`config.mk`:
```
export PLATFORM = sky130hd
export DESIGN_NAME = regs_wb_arbiter
export DESIGN_NICKNAME = d
export VERILOG_FILES = /design/src/rtl/regs_wb_arbiter_pkg.sv /design/src/rtl/regs_wb_arbiter_fifo.sv /design/src/rtl/regs_wb_arbiter.sv
export SDC_FILE = /design/constraint.sdc
export NUM_CORES = 1
export LEC_CHECK = 0
export CAP_MARGIN = 20
export CELL_PAD_IN_SITES_DETAIL_PLACEMENT = 0
export CELL_PAD_IN_SITES_GLOBAL_PLACEMENT = 1
export CORE_MARGIN = 2
export CORE_UTILIZATION = 44
export CTS_BUF_LIST = sky130_fd_sc_hd__clkbuf_4
export CTS_CLUSTER_DIAMETER = 80
export CTS_CLUSTER_SIZE = 14
export DETAILED_ROUTE_END_ITERATION = 16
export PLACE_DENSITY = 0.88
export SYNTH_ARGS = -nofsm -noshare
export SYNTH_HDL_FRONTEND = slang
export SYNTH_SLANG_ARGS = --single-unit
```
`constraint.sdc`:
```
create_clock -name clk -period 12.1 [get_ports clk]
set_clock_uncertainty 0.05 [all_clocks]
set_input_delay 1.815 -clock clk [delete_from_list [all_inputs] [get_ports clk]]
set_output_delay 1.815 -clock clk [all_outputs]
set_load 0.02 [all_outputs]
```
`src/rtl/regs_wb_arbiter_pkg.sv`:
```
// Shared types and constants for the register-file writeback arbiter.
package RegArbPkg;
   localparam int DEF_XLEN       = 64;
   localparam int DEF_STARVE_LIM = 4;

   localparam logic SRC_P0 = 1'b0;
   localparam logic SRC_P1 = 1'b1;

   typedef struct packed {
      logic [4:0]          addr;
      logic [DEF_XLEN-1:0] data;
   } wb_req_t;
endpackage

```
`src/rtl/regs_wb_arbiter_fifo.sv`:
```
// Port-1 writeback queue: power-of-two depth, wrap-bit pointers, no bypass.
module regs_arb_fifo
   import RegArbPkg::*;
#(
   parameter int  DEPTH   = 2,
   parameter type entry_t = wb_req_t
) (
   input  logic   clk,
   input  logic   rst,
   input  logic   push,
   input  entry_t push_data,
   input  logic   pop,
   output entry_t pop_data,
   output logic   full,
   output logic   empty
);
   localparam int AW = $clog2(DEPTH);
   localparam logic [AW:0] PTR_ONE = (AW+1)'(1);

   entry_t      mem [DEPTH];
   logic [AW:0] wr_ptr;
   logic [AW:0] rd_ptr;

   assign empty    = (wr_ptr == rd_ptr);
   assign full     = (wr_ptr[AW] != rd_ptr[AW]) && (wr_ptr[AW-1:0] == rd_ptr[AW-1:0]);
   assign pop_data = mem[rd_ptr[AW-1:0]];

   always_ff @(posedge clk or negedge rst) begin
      if (!rst) begin
         wr_ptr <= '0;
         rd_ptr <= '0;
      end else begin
         if (push && !full) wr_ptr <= wr_ptr + PTR_ONE;
         if (pop && !empty) rd_ptr <= rd_ptr + PTR_ONE;
      end
   end

   // Storage needs no reset: the pointers alone define what is valid.
   always_ff @(posedge clk) begin
      if (push && !full) mem[wr_ptr[AW-1:0]] <= push_data;
   end
endmodule

```
`src/rtl/regs_wb_arbiter.sv`:
```
// Two-port register-file writeback arbiter with port-1 queue and starvation limit.
// Optional pending-register scoreboard enabled by REGS_WB_ARB_SCOREBOARD_EN.
module regs_wb_arbiter
   import RegArbPkg::*;
#(
   parameter int XLEN       = DEF_XLEN,
   parameter int STARVE_LIM = DEF_STARVE_LIM,
   parameter int P1_DEPTH   = 2
) (
   input  logic            clk,
   input  logic            rst,
   input  logic            p0_valid,
   output logic            p0_ready,
   input  logic [4:0]      p0_addr,
   input  logic [XLEN-1:0] p0_data,
   input  logic            p1_valid,
   output logic            p1_ready,
   input  logic [4:0]      p1_addr,
   input  logic [XLEN-1:0] p1_data,
   input  logic            alloc_valid,
   input  logic [4:0]      alloc_addr,
   input  logic [4:0]      chk_addr_1,
   input  logic [4:0]      chk_addr_2,
   output logic            chk_busy_1,
   output logic            chk_busy_2,
   output logic            we,
   output logic [4:0]      write_addr,
   output logic [XLEN-1:0] write_data,
   output logic            grant_src
);
   typedef struct packed {
      logic [4:0]      addr;
      logic [XLEN-1:0] data;
   } req_t;

   localparam int SW = $clog2(STARVE_LIM + 1);
   localparam logic [SW-1:0] STARVE_MAX = SW'(STARVE_LIM);
   localparam logic [SW-1:0] STARVE_ONE = SW'(1);

   req_t          p1_in;
   req_t          head;
   logic          fifo_full;
   logic          fifo_empty;
   logic          p1_push;
   logic          pop_sel;
   logic          p0_win;
   logic          at_lim;
   logic [SW-1:0] starve_cnt;

   assign at_lim   = (starve_cnt == STARVE_MAX);
   assign p1_ready = !fifo_full;
   assign p1_push  = p1_valid && !fifo_full;
   assign p0_ready = fifo_empty || !at_lim;
   assign pop_sel  = !fifo_empty && (!p0_valid || at_lim);
   assign p0_win   = p0_valid && !pop_sel;
   assign p1_in    = '{addr: p1_addr, data: p1_data};

   regs_arb_fifo #(
      .DEPTH   (P1_DEPTH),
      .entry_t (req_t)
   ) u_fifo (
      .clk       (clk),
      .rst       (rst),
      .push      (p1_push),
      .push_data (p1_in),
      .pop       (pop_sel),
      .pop_data  (head),
      .full      (fifo_full),
      .empty     (fifo_empty)
   );

   // Only port-0 wins over queued data count toward starvation.
   always_ff @(posedge clk or negedge rst) begin
      if (!rst) begin
         starve_cnt <= '0;
      end else if (pop_sel) begin
         starve_cnt <= '0;
      end else if (p0_win && !fifo_empty && !at_lim) begin
         starve_cnt <= starve_cnt + STARVE_ONE;
      end
   end

   // x0 grants are consumed but never strobe the register file.
   always_ff @(posedge clk or negedge rst) begin
      if (!rst) begin
         we         <= 1'b0;
         write_addr <= '0;
         write_data <= '0;
         grant_src  <= SRC_P0;
      end else begin
         we <= 1'b0;
         if (pop_sel) begin
            we         <= (head.addr != 5'd0);
            write_addr <= head.addr;
            write_data <= head.data;
            grant_src  <= SRC_P1;
         end else if (p0_win) begin
            we         <= (p0_addr != 5'd0);
            write_addr <= p0_addr;
            write_data <= p0_data;
            grant_src  <= SRC_P0;
         end
      end
   end

`ifdef REGS_WB_ARB_SCOREBOARD_EN
   logic [31:0] busy;

   // Set is written after clear so a same-cycle alloc keeps the register pending.
   always_ff @(posedge clk or negedge rst) begin
      if (!rst) begin
         busy <= '0;
      end else begin
         if (we && (grant_src == SRC_P1)) busy[write_addr] <= 1'b0;
         if (alloc_valid && (alloc_addr != 5'd0)) busy[alloc_addr] <= 1'b1;
      end
   end

   assign chk_busy_1 = (chk_addr_1 != 5'd0) && busy[chk_addr_1];
   assign chk_busy_2 = (chk_addr_2 != 5'd0) && busy[chk_addr_2];
`else
   logic unused_sb;
   assign unused_sb  = ^{alloc_valid, alloc_addr, chk_addr_1, chk_addr_2};
   assign chk_busy_1 = 1'b0;
   assign chk_busy_2 = 1'b0;
`endif
endmodule

```
[Word-level counts from Yosys, hierarchy flattened]
Memories as Yosys holds them, arrays and structs flattened.
Index checks and enable logic that the tools add are counted.
Word-level totals
  register bits after elaboration: 78
  RAM bits: 138
  input bits: 158
  output and inout bits: 75
  memories kept: 1
Cells by class
  $add $sub $neg: 3
  equality and inequality tests: 4
  multiplexer cells: 12
  reductions and logical operators: 19
Memories
  u_fifo.mem: depth 2, bits a word 69, read ports 1, clocked after Yosys merged registers in 0, write ports 1, line regs_wb_arbiter_fifo.sv:20  | entry_t mem [DEPTH];
Operator list (count)
  $mux 64: 2
  $mux 5: 2
  $reduce_bool 5->1: 2
  $logic_and 1x1->1: 8
  $mux 1: 6
  $mux 3: 2
  $logic_not 1->1: 5
  $add 2x1->2 const B: 2
  $reduce_bool 2->1: 2
  $add 3x1->3 const B: 1
  $eq 3x3->1 const B: 1
  $eq 2x2->1: 1
  $logic_or 1x1->1: 2
  $eq 1x1->1: 1
  $ne 1x1->1: 1

[Depth between registers and ports, before layout]
  word-level depth: 9
  gate-level depth with buffers: 9
  depth with buffers taken out: 7

[Cells and area by module]
From an unflattened synthesis, not the netlist that was laid out.
Unflattened totals
  cells, all modules: 581
  area, all modules: 8909.8 µm²
Modules (own cells, without submodules)
  regs_arb_fifo: instances 1, cells an instance 242, area each 5230.0 µm², sequential area each 4244.1 µm²
  regs_wb_arbiter: instances 1, cells an instance 339, area each 3679.8 µm², sequential area each 1851.8 µm²

[Worst setup path after synthesis]
No wires, ideal clock.
  path type: in2reg
  start: input p1_valid
  end: memory u_fifo.mem[0][0] (netlist bit) (enable)
  setup time: 0.496 ns
  arrival: 4.778 ns
  slack: 6.775 ns
  stages: 2
  path buffers: 0
  path through: nand2_1 > nor2_1
On the way
  cells in the longest elaborated chain, start to end: 4
RTL lines
  start: declaration: line regs_wb_arbiter.sv:16  | input logic p1_valid,
  $logic_and 1x1->1: line regs_wb_arbiter.sv:52  | assign p1_push = p1_valid && !fifo_full;
  $logic_and 1x1->1: line regs_wb_arbiter_fifo.sv:40  | if (push && !full) mem[wr_ptr[AW-1:0]] <= push_data;
  $mux 1: line regs_wb_arbiter_fifo.sv:40
  $mux 1 (not written as such): line regs_wb_arbiter_fifo.sv:40
  end: declaration: line regs_wb_arbiter_fifo.sv:20
No other way between the ends.

[Final worst setup path]
  start: register u_fifo.rd_ptr[0]
  end: output p0_ready
On the way
  cells in the longest elaborated chain, start to end: 2
RTL lines
  start: declaration: line regs_wb_arbiter_fifo.sv:22  | logic [AW:0] rd_ptr;
  start signal: assignment: line regs_wb_arbiter_fifo.sv:34  | if (pop && !empty) rd_ptr <= rd_ptr + PTR_ONE;
  $eq 2x2->1: line regs_wb_arbiter_fifo.sv:24  | assign empty = (wr_ptr == rd_ptr);
  $logic_or 1x1->1: line regs_wb_arbiter.sv:53  | assign p0_ready = fifo_empty || !at_lim;
  end: declaration: line regs_wb_arbiter.sv:13  | output logic p0_ready,
No other way between the ends.

==> qor.txt <==
required time of the worst setup path: 10.23 ns
CTS Hold Bufs: 0
FFs w/ async S/R, synth: 0.361
ANT nets after route: 0
initial antenna violation count: 1
Crit Path Class: reg2out
hold slack: 0.472 ns
category of the worst setup path capture point: output port
count of pins over their slew limit: 0
max-capacitance violation count: 0
initial core utilization: 0.444
maximum fanout along the worst path: 24
die span in y: 149 µm
boundary pin count: 233
reported net switching power: 1080 µW
site row count: 53
proportion of netlist area held by the largest area contributor: 0.448
pin count of the biggest net entering global routing: 76
sequential-to-total area share from yosys stat: 0.659
setup slack after placement: 7.81 ns
Avg Inst Size Synth: 14.7 µm²
Peak VDD IR: 0.000171 V
part of the power in registers: 0.411
area enclosed by the die boundary: 22200 µm²
routed vias/inst: 5.31
vias in the first global route: 6285
gpl congestion: 0.712
post-detailed-routing wire length: 22100 µm
areal power density over the cells: 250 nW/µm²
fraction of power spent switching nets: 0.365
setup violators final: 0
setup tns final: 0 ns
number of clock sinks seen by CTS: 216
number of design rule violations left after detail routing: 0
Fmax: 0.233 GHz
global-route wire length before repair: 34100 µm
overall power consumption: 2950 µW
kind of path behind the tightest hold check: reg2reg
total number of vias: 5926
cts repair resizes: 0
cell-internal power: 1870 µW
area overhead of the layout relative to synthesis: 27.7%
relative contribution of the clock network to total power: 0.119
number of port buffers: 214
final-layout fill cell count: 1715
Data arrival, critical path: 2.42 ns
Primary FF master, synth: sky130_fd_sc_hd__edfxtp_1
Overall Global Routing Usage: 0.198
leading cell type in the layout, fill and taps excluded: sky130_fd_sc_hd__clkdlybuf4s50_1
transition time at the pin with the least slew margin: 1.08 ns
Pre-antenna DRT Iters: 6
RSZ-0062 raised after global routing: no
CTS root buf: sky130_fd_sc_hd__clkbuf_4
footprint of the multi-input gates: 2890 µm²
Cell Area, Synth: 9250 µm²
DP HPWL: 13300 µm
portion of total power attributed to combinational logic: 0.470
FF/Latch Area: 6100 µm²
utilization of the core after routing: 0.567
clock tree from TritonCTS: done
final period utilization: 0.354
fin nets: 987
Worst Slack Setup Final: 7.81 ns
run status: finished clean
LEAKAGE: 0.00438 µW
placeable core region: 20800 µm²
kind of launch point of the worst setup path: register
final critical-path required period: 4.29 ns
cts bufs inserted: 19
share of post-route cells with drive strength above 1: 0.181
Synth Warn #: 0
most area-hungry cell type in the Yosys netlist: sky130_fd_sc_hd__edfxtp_1
iteration-0 DRC count of the detailed router: 266
register bit total from synthesis: 216
Synth area leaders: sky130_fd_sc_hd__edfxtp_1 45%, sky130_fd_sc_hd__dfrtp_1 21%, sky130_fd_sc_hd__mux2_2 10%, sky130_fd_sc_hd__mux2i_1 5.7%, sky130_fd_sc_hd__o211ai_1 4.0%
number of buffers added for setup after CTS: 0
count of mapped cells out of synthesis: 630
Distinct cells, synth: 37
CTS clk-pin slew, worst paths: 0.15 ns
most frequent cells in the layout: 212 x sky130_fd_sc_hd__clkdlybuf4s50_1, 138 x sky130_fd_sc_hd__edfxtp_1, 85 x sky130_fd_sc_hd__mux2_2
Worst-Skew Late Latency: 0.65 ns
leftover overflow at the end of global routing: 0
Max-slew headroom: 0.282
Fin. Hold Viols: 0
maximum level of the CTS H-tree: 1
Chip Width: 149 µm
Longest Clk Path Bufs: 3
Post-synth EDFFs: 138
Wirelength per Cell: 19.8 µm
==> kinds of logic after synthesis <==
group                    after synthesis  synth area share
AO/OA/AOI/OAI                         76            0.0687
XOR/XNOR                               6           0.00853
adder cells (fa/ha/maj)                2           0.00271
buffers and inverters                 55            0.0310
flip-flops                           216             0.659
multiplexers                         138             0.161
other                                  1          0.000406
AND/OR/NAND/NOR                      136            0.0685
==> final cells by class <==
cell class                 count  share of cell area
tap                          275              0.0291
inverter                       9             0.00286
multi-input combinational    360               0.244
antenna                        2            0.000424
clock buffer                  32              0.0203
timing repair buffer         221               0.185
sequential                   216               0.517
clock inverter                 1            0.000742
==> final timing paths <==
check | cells past startpoint | slack (ns) | start | end
max | 4 | 7.81 | u_fifo.rd_ptr[0] | p0_ready
min | 1 | 0.47 | grant_src | grant_src
max reg2reg | 6 | 8.66 | u_fifo.rd_ptr[0] | write_data[6]
min reg2reg | 1 | 0.47 | grant_src | grant_src
max in group asynchronous | 2 | 9.81 | rst | u_fifo.rd_ptr[0]
min in group asynchronous | 1 | 1.04 | rst | write_data[12]
==> metal layers <==
layer	part of all wire	track usage	vias to the layer above
li1	-	-	2770
met1	0.43	0.249	2965
met2	0.49	0.353	172
met3	0.061	0.0459	19
met4	0.014	0.0343	0
met5	0	0	-
==> power by group through the flow <==
stage	registers, µW	clock network [µW]	logic, µW
detailed placement	1230	0	1400
CTS	1220	365	1400
floorplan	1350	0	806
finish	1210	351	1390
global placement	1220	0	1370
global route	1240	393	1490
==> registers in the layout, indices dropped and copies added, names as in the netlist <==
signal         flops
grant_src          1
starve_cnt         3
u_fifo.mem       138
u_fifo.rd_ptr      2
u_fifo.wr_ptr      2
we                 1
write_addr         5
write_data        64
==> synthesized netlist by cell type (2+ instances only) <==
master	instances
sky130_fd_sc_hd__xnor2_1	3
sky130_fd_sc_hd__o211ai_1	49
sky130_fd_sc_hd__edfxtp_1	138
sky130_fd_sc_hd__buf_1	6
sky130_fd_sc_hd__nand3_1	52
sky130_fd_sc_hd__nand4_1	2
sky130_fd_sc_hd__buf_4	4
sky130_fd_sc_hd__or2_0	11
sky130_fd_sc_hd__o21ai_0	2
sky130_fd_sc_hd__dfrtp_1	78
sky130_fd_sc_hd__o221ai_1	4
sky130_fd_sc_hd__buf_6	6
sky130_fd_sc_hd__ha_1	2
sky130_fd_sc_hd__nand2_1	58
sky130_fd_sc_hd__mux2_2	85
sky130_fd_sc_hd__inv_1	8
sky130_fd_sc_hd__buf_2	16
sky130_fd_sc_hd__or2_1	4
sky130_fd_sc_hd__clkbuf_1	14
sky130_fd_sc_hd__mux2i_1	53
sky130_fd_sc_hd__o22ai_1	2
sky130_fd_sc_hd__o221a_2	16
sky130_fd_sc_hd__nor2_1	3
==> critical path, stage by stage (launching register included) <==
cell and delay [ns]:
sky130_fd_sc_hd__dfrtp_4 0.68, sky130_fd_sc_hd__xnor2_4 0.32, sky130_fd_sc_hd__a21oi_4 0.10, sky130_fd_sc_hd__inv_2 0.08
sky130_fd_sc_hd__clkdlybuf4s50_1 0.60
==> per-stage QoR <==
| stage | cell area [µm²] | instances |
|---|---|---|
| final | 11800 | 1116 |
| after global routing | 11800 | 1116 |
| after CTS | 11800 | 1114 |
| after detailed placement | 11600 | 1081 |
| after global placement | 11600 | 1081 |
| after floorplan | 9250 | 631 |
Power figures use the tool's default switching activity.
==> RTL change 1 (same settings) <==
Set the package constant `DEF_STARVE_LIM` to 8 (it was 4).
--- a/src/rtl/regs_wb_arbiter_pkg.sv
+++ b/src/rtl/regs_wb_arbiter_pkg.sv
@@ -1,7 +1,7 @@
 // Shared types and constants for the register-file writeback arbiter.
 package RegArbPkg;
    localparam int DEF_XLEN       = 64;
-   localparam int DEF_STARVE_LIM = 4;
+   localparam int DEF_STARVE_LIM = 8;
 
    localparam logic SRC_P0 = 1'b0;
    localparam logic SRC_P1 = 1'b1;
Function: changed (Yosys sat finds a counterexample within 10 cycles, from zero or initial values and one cycle with rst low).
==> RTL change 1 against the unedited design <==
Non-clock buffer count unchanged. Core utilization increased by 0.22 points. Die area increased by 2.7%. Setup slack improved by 0.013 ns. Area after synthesis increased by 2.8%. Routed wire length increased by 3.2%. Design area increased by 1.7%. Power increased by 0.32%. Sequential cell count increased by 1.
==> RTL change 1: results (changes against the unedited design) <==
- The worst-case setup slack after placement was 7.76 ns (-0.0513 ns).
* Cell leakage power: 0.00431 uW (-1.8%)
- The clock-cell share of area is 2.01% (-0.097 points).
- Number of global-route vias before repair: 6440 (+2.5%)
- The maximum ir drop on the vdd rail is 159 uV (-7.6%).
- Multi-input gate share of total cell area: 25.7% (+1.3 points)
* Wire length of the first global-routing pass: 34700 um (+1.8%)
* Maximum number of pins on one net before global-route repair: 93 (+22%)
- The multiplexer share of the synthesized area came to 15.6% (-0.53 points).
- The via total after detailed routing is 6163 (+4.0%).
- Cells after synthesis: 654 (+3.8%)
* Start point of the worst min-delay path: u_fifo.rd_ptr[1]$_DFFE_PN0P_
- The fill cell total of the finished layout was 1730 (+0.87%).
- Sequential share of the synthesized area: 64.4% (-1.5 points)
* Cell area after layout: 12000 um2 (+1.7%)
* Status: completed
* Non-clock buffer contribution to total cell area: 18.2% (-0.30 points)
- The proportion of layout cells with a drive suffix above 1 came to 16.6% (-1.5 points).
* Shortest period the worst path allows: 4.27 ns (-0.0128 ns)
- Slew at the pin closest to its max-slew limit: 1.07 ns (-0.0116 ns)
* Async set-reset flop share out of synthesis: 36.4% (+0.29 points)
- Sequential Area: 6120 um2 (+0.41%)
- Post-Place Cells: 1104 (+2.1%)
- In the post-synthesis netlist, the biggest area contributors are edfxtp_1, dfrtp_1, mux2_2, mux2i_1, nor2_1.
- The number of nets in the finished design was 1010 (+2.3%).
- The weighted congestion at the end of routability-driven global placement is 0.744 (+4.5%).
* Worst Hold Path EP: u_fifo.rd_ptr[1]$_DFFE_PN0P_
* Proportion of total power due to net switching: 36.4% (-0.043 points)
- The total of flip-flops plus latches after synthesis was 217 (+0.46%).
* Crit-path max cell delay: 0.66 ns (-0.02 ns)
- The placed wire-length estimate is 13900 um (+4.6%).
- The routed length per placed instance is 20.0 um (+1.2%).
- The initial antenna violation count is 2 (+1).
* Setup slack of the worst register-to-register path: 8.61 ns (-0.05 ns)
RTL change 1: cell types whose count changed after synthesis, sizes merged, moves of 3 or more:
| cell | change |
|---|---|
| mux2i | +16 |
| mux2 | -15 |
| xor2 | +3 |
| clkbuf | +8 |
| buf | -7 |
| inv | -7 |
| nand2 | -54 |
| o221ai | -4 |
| or2 | -16 |
| nand3 | -51 |
| o211ai | -49 |
| o221a | +53 |
| nor2 | +142 |
RTL change 1: routing by layer:
| layer | vias up | global-route usage [%] | wire [um] |
|---|---|---|---|
| li1 | 2846 | - | - |
| met1 | 3100 | 25.5 | 9520 |
| met2 | 183 | 34.0 | 11400 |
| met3 | 34 | 3.77 | 1330 |
| met4 | 0 | 5.84 | 579 |
| met5 | - | 0 | 0 |
==> RTL change 2 (same flow settings) <==
Without the edit above. The option `REGS_WB_ARB_SCOREBOARD_EN` is turned on by a define.
--- a/src/rtl/regs_wb_arbiter.sv
+++ b/src/rtl/regs_wb_arbiter.sv
@@ -1,5 +1,7 @@
 // Two-port register-file writeback arbiter with port-1 queue and starvation limit.
 // Optional pending-register scoreboard enabled by REGS_WB_ARB_SCOREBOARD_EN.
+`define REGS_WB_ARB_SCOREBOARD_EN
+
 module regs_wb_arbiter
    import RegArbPkg::*;
 #(
Check against the original RTL: not equivalent (a bounded check fails within 4 cycles, from zero or initial values and one cycle with rst low).
==> RTL change 2 against the unedited design <==
Hold slack worse by 0.016 ns. Power is 9.9% higher. Core utilization rose by 0.26 points. Critical path type is now in2out. Routed wire length rose by 19%. Largest power group is now registers. Count of clock-buffer cells in the layout is 4 higher. Design area grew 14%. Area after synthesis increased by 14%. Setup slack got worse by 1.8 ns. Sequential cell count is 31 higher. Sequential power up 21%. Global-route usage is 0.50 points higher. Sequential share of layout area decreased by 0.40 points.
==> RTL change 2: results (changes against the unedited design) <==
- The power share of the sequential group is 45.4% (+4.3 points).
- Fill cell instance count of the final layout: 1987 (+16%)
- Reg-to-reg endpoint: u_fifo.mem[0][29]$_DFFE_PP_
* Status: completed
- Total power density per cell area: 242 nW/um2 (-3.2%)
- The weighted congestion at the end of routability-driven global placement came to 0.878 (+23%).
- The share of the clock period used by the worst path after layout came to 50.2% (+15 points).
- The met1 wire length is 10900 um (+15%).
- The via total after detailed routing is 7248 (+22%).
- The number of buffers added by the clock tree synthesis step is 21 (+2).
- The placed wire-length estimate came to 17200 um (+29%).
- The initial antenna violation count came to 6 (+5).
- The placed instance count is 1271 (+18%).
- The longest individual stage delay on the worst path is 0.65 ns (-0.03 ns).
- The most critical setup path has its endpoint at chk_busy_1.
* Post-synth top cells: edfxtp_1, dfrtp_1, nor2_1
- The met1 demand-to-capacity share in global routing came to 26.6% (+1.7 points).
* Top layer reached by signal wires: met5
- Number of optimization iterations in the first detailed-route pass: 5 (-1)
- The critical path depth in cells was 6 (+2).
- The placeable core region is 23500 um2 (+13%).
- The internal reg-to-reg setup slack came to 8.70 ns (+0.04 ns).
- Setup WS pre-CTS: 6.02 ns (-1.79 ns)
* Wire length of the first global-routing pass: 41100 um (+20%)
- The count of non-CTS inverters in the layout came to 7 (-2).
* Multi-input combinational gate total: 459 (+28%)
* Number of different library cells in the post-synthesis netlist: 44 (+19%)
- Non-clock buffer contribution to total cell area: 17.7% (-0.89 points)
- Met3 track demand over resource in global routing: 5.99% (+1.4 points)
* # diodes: 4 (+2)
* Layout Utilization: 57.0% (+0.26 points)
- In this run the most critical hold path is launched from write_data[49]$_DFFE_PN0P_.
* Multi-input gate share of total cell area: 25.8% (+1.3 points)
- The via count of the first global-routing pass was 7476 (+19%).
-- RTL change 2: how the worst min path moves through the flow --
stage | cells past startpoint | slack (ns) | endpoint
4_1_cts | 1 | 0.46 | write_data[20]$_DFFE_PN0P_
3_3_place_gp | 1 | 0.42 | write_data[26]$_DFFE_PN0P_
2_1_floorplan | 2 | 0.43 | busy[10]$_DFF_PN0_
6_report | 1 | 0.46 | write_data[49]$_DFFE_PN0P_
3_5_place_dp | 1 | 0.42 | write_data[49]$_DFFE_PN0P_
5_1_grt | 1 | 0.47 | write_data[23]$_DFFE_PN0P_
-- RTL change 2: logic make-up (layout without fill, tap and decap cells) --
logic type / count (synthesis) / count (layout) / share of synthesized area [%]
flip-flops: 247 / 247 / 65.0
AO/OA/AOI/OAI: 218 / 218 / 14.9
AND/OR/NAND/NOR: 140 / 140 / 6.28
multiplexers: 91 / 91 / 10.4
buffers and inverters: 62 / 283 / 2.60
XOR/XNOR: 8 / 8 / 0.663
adder cells (fa/ha/maj): 2 / 2 / 0.237
other: 0 / 4 / 0
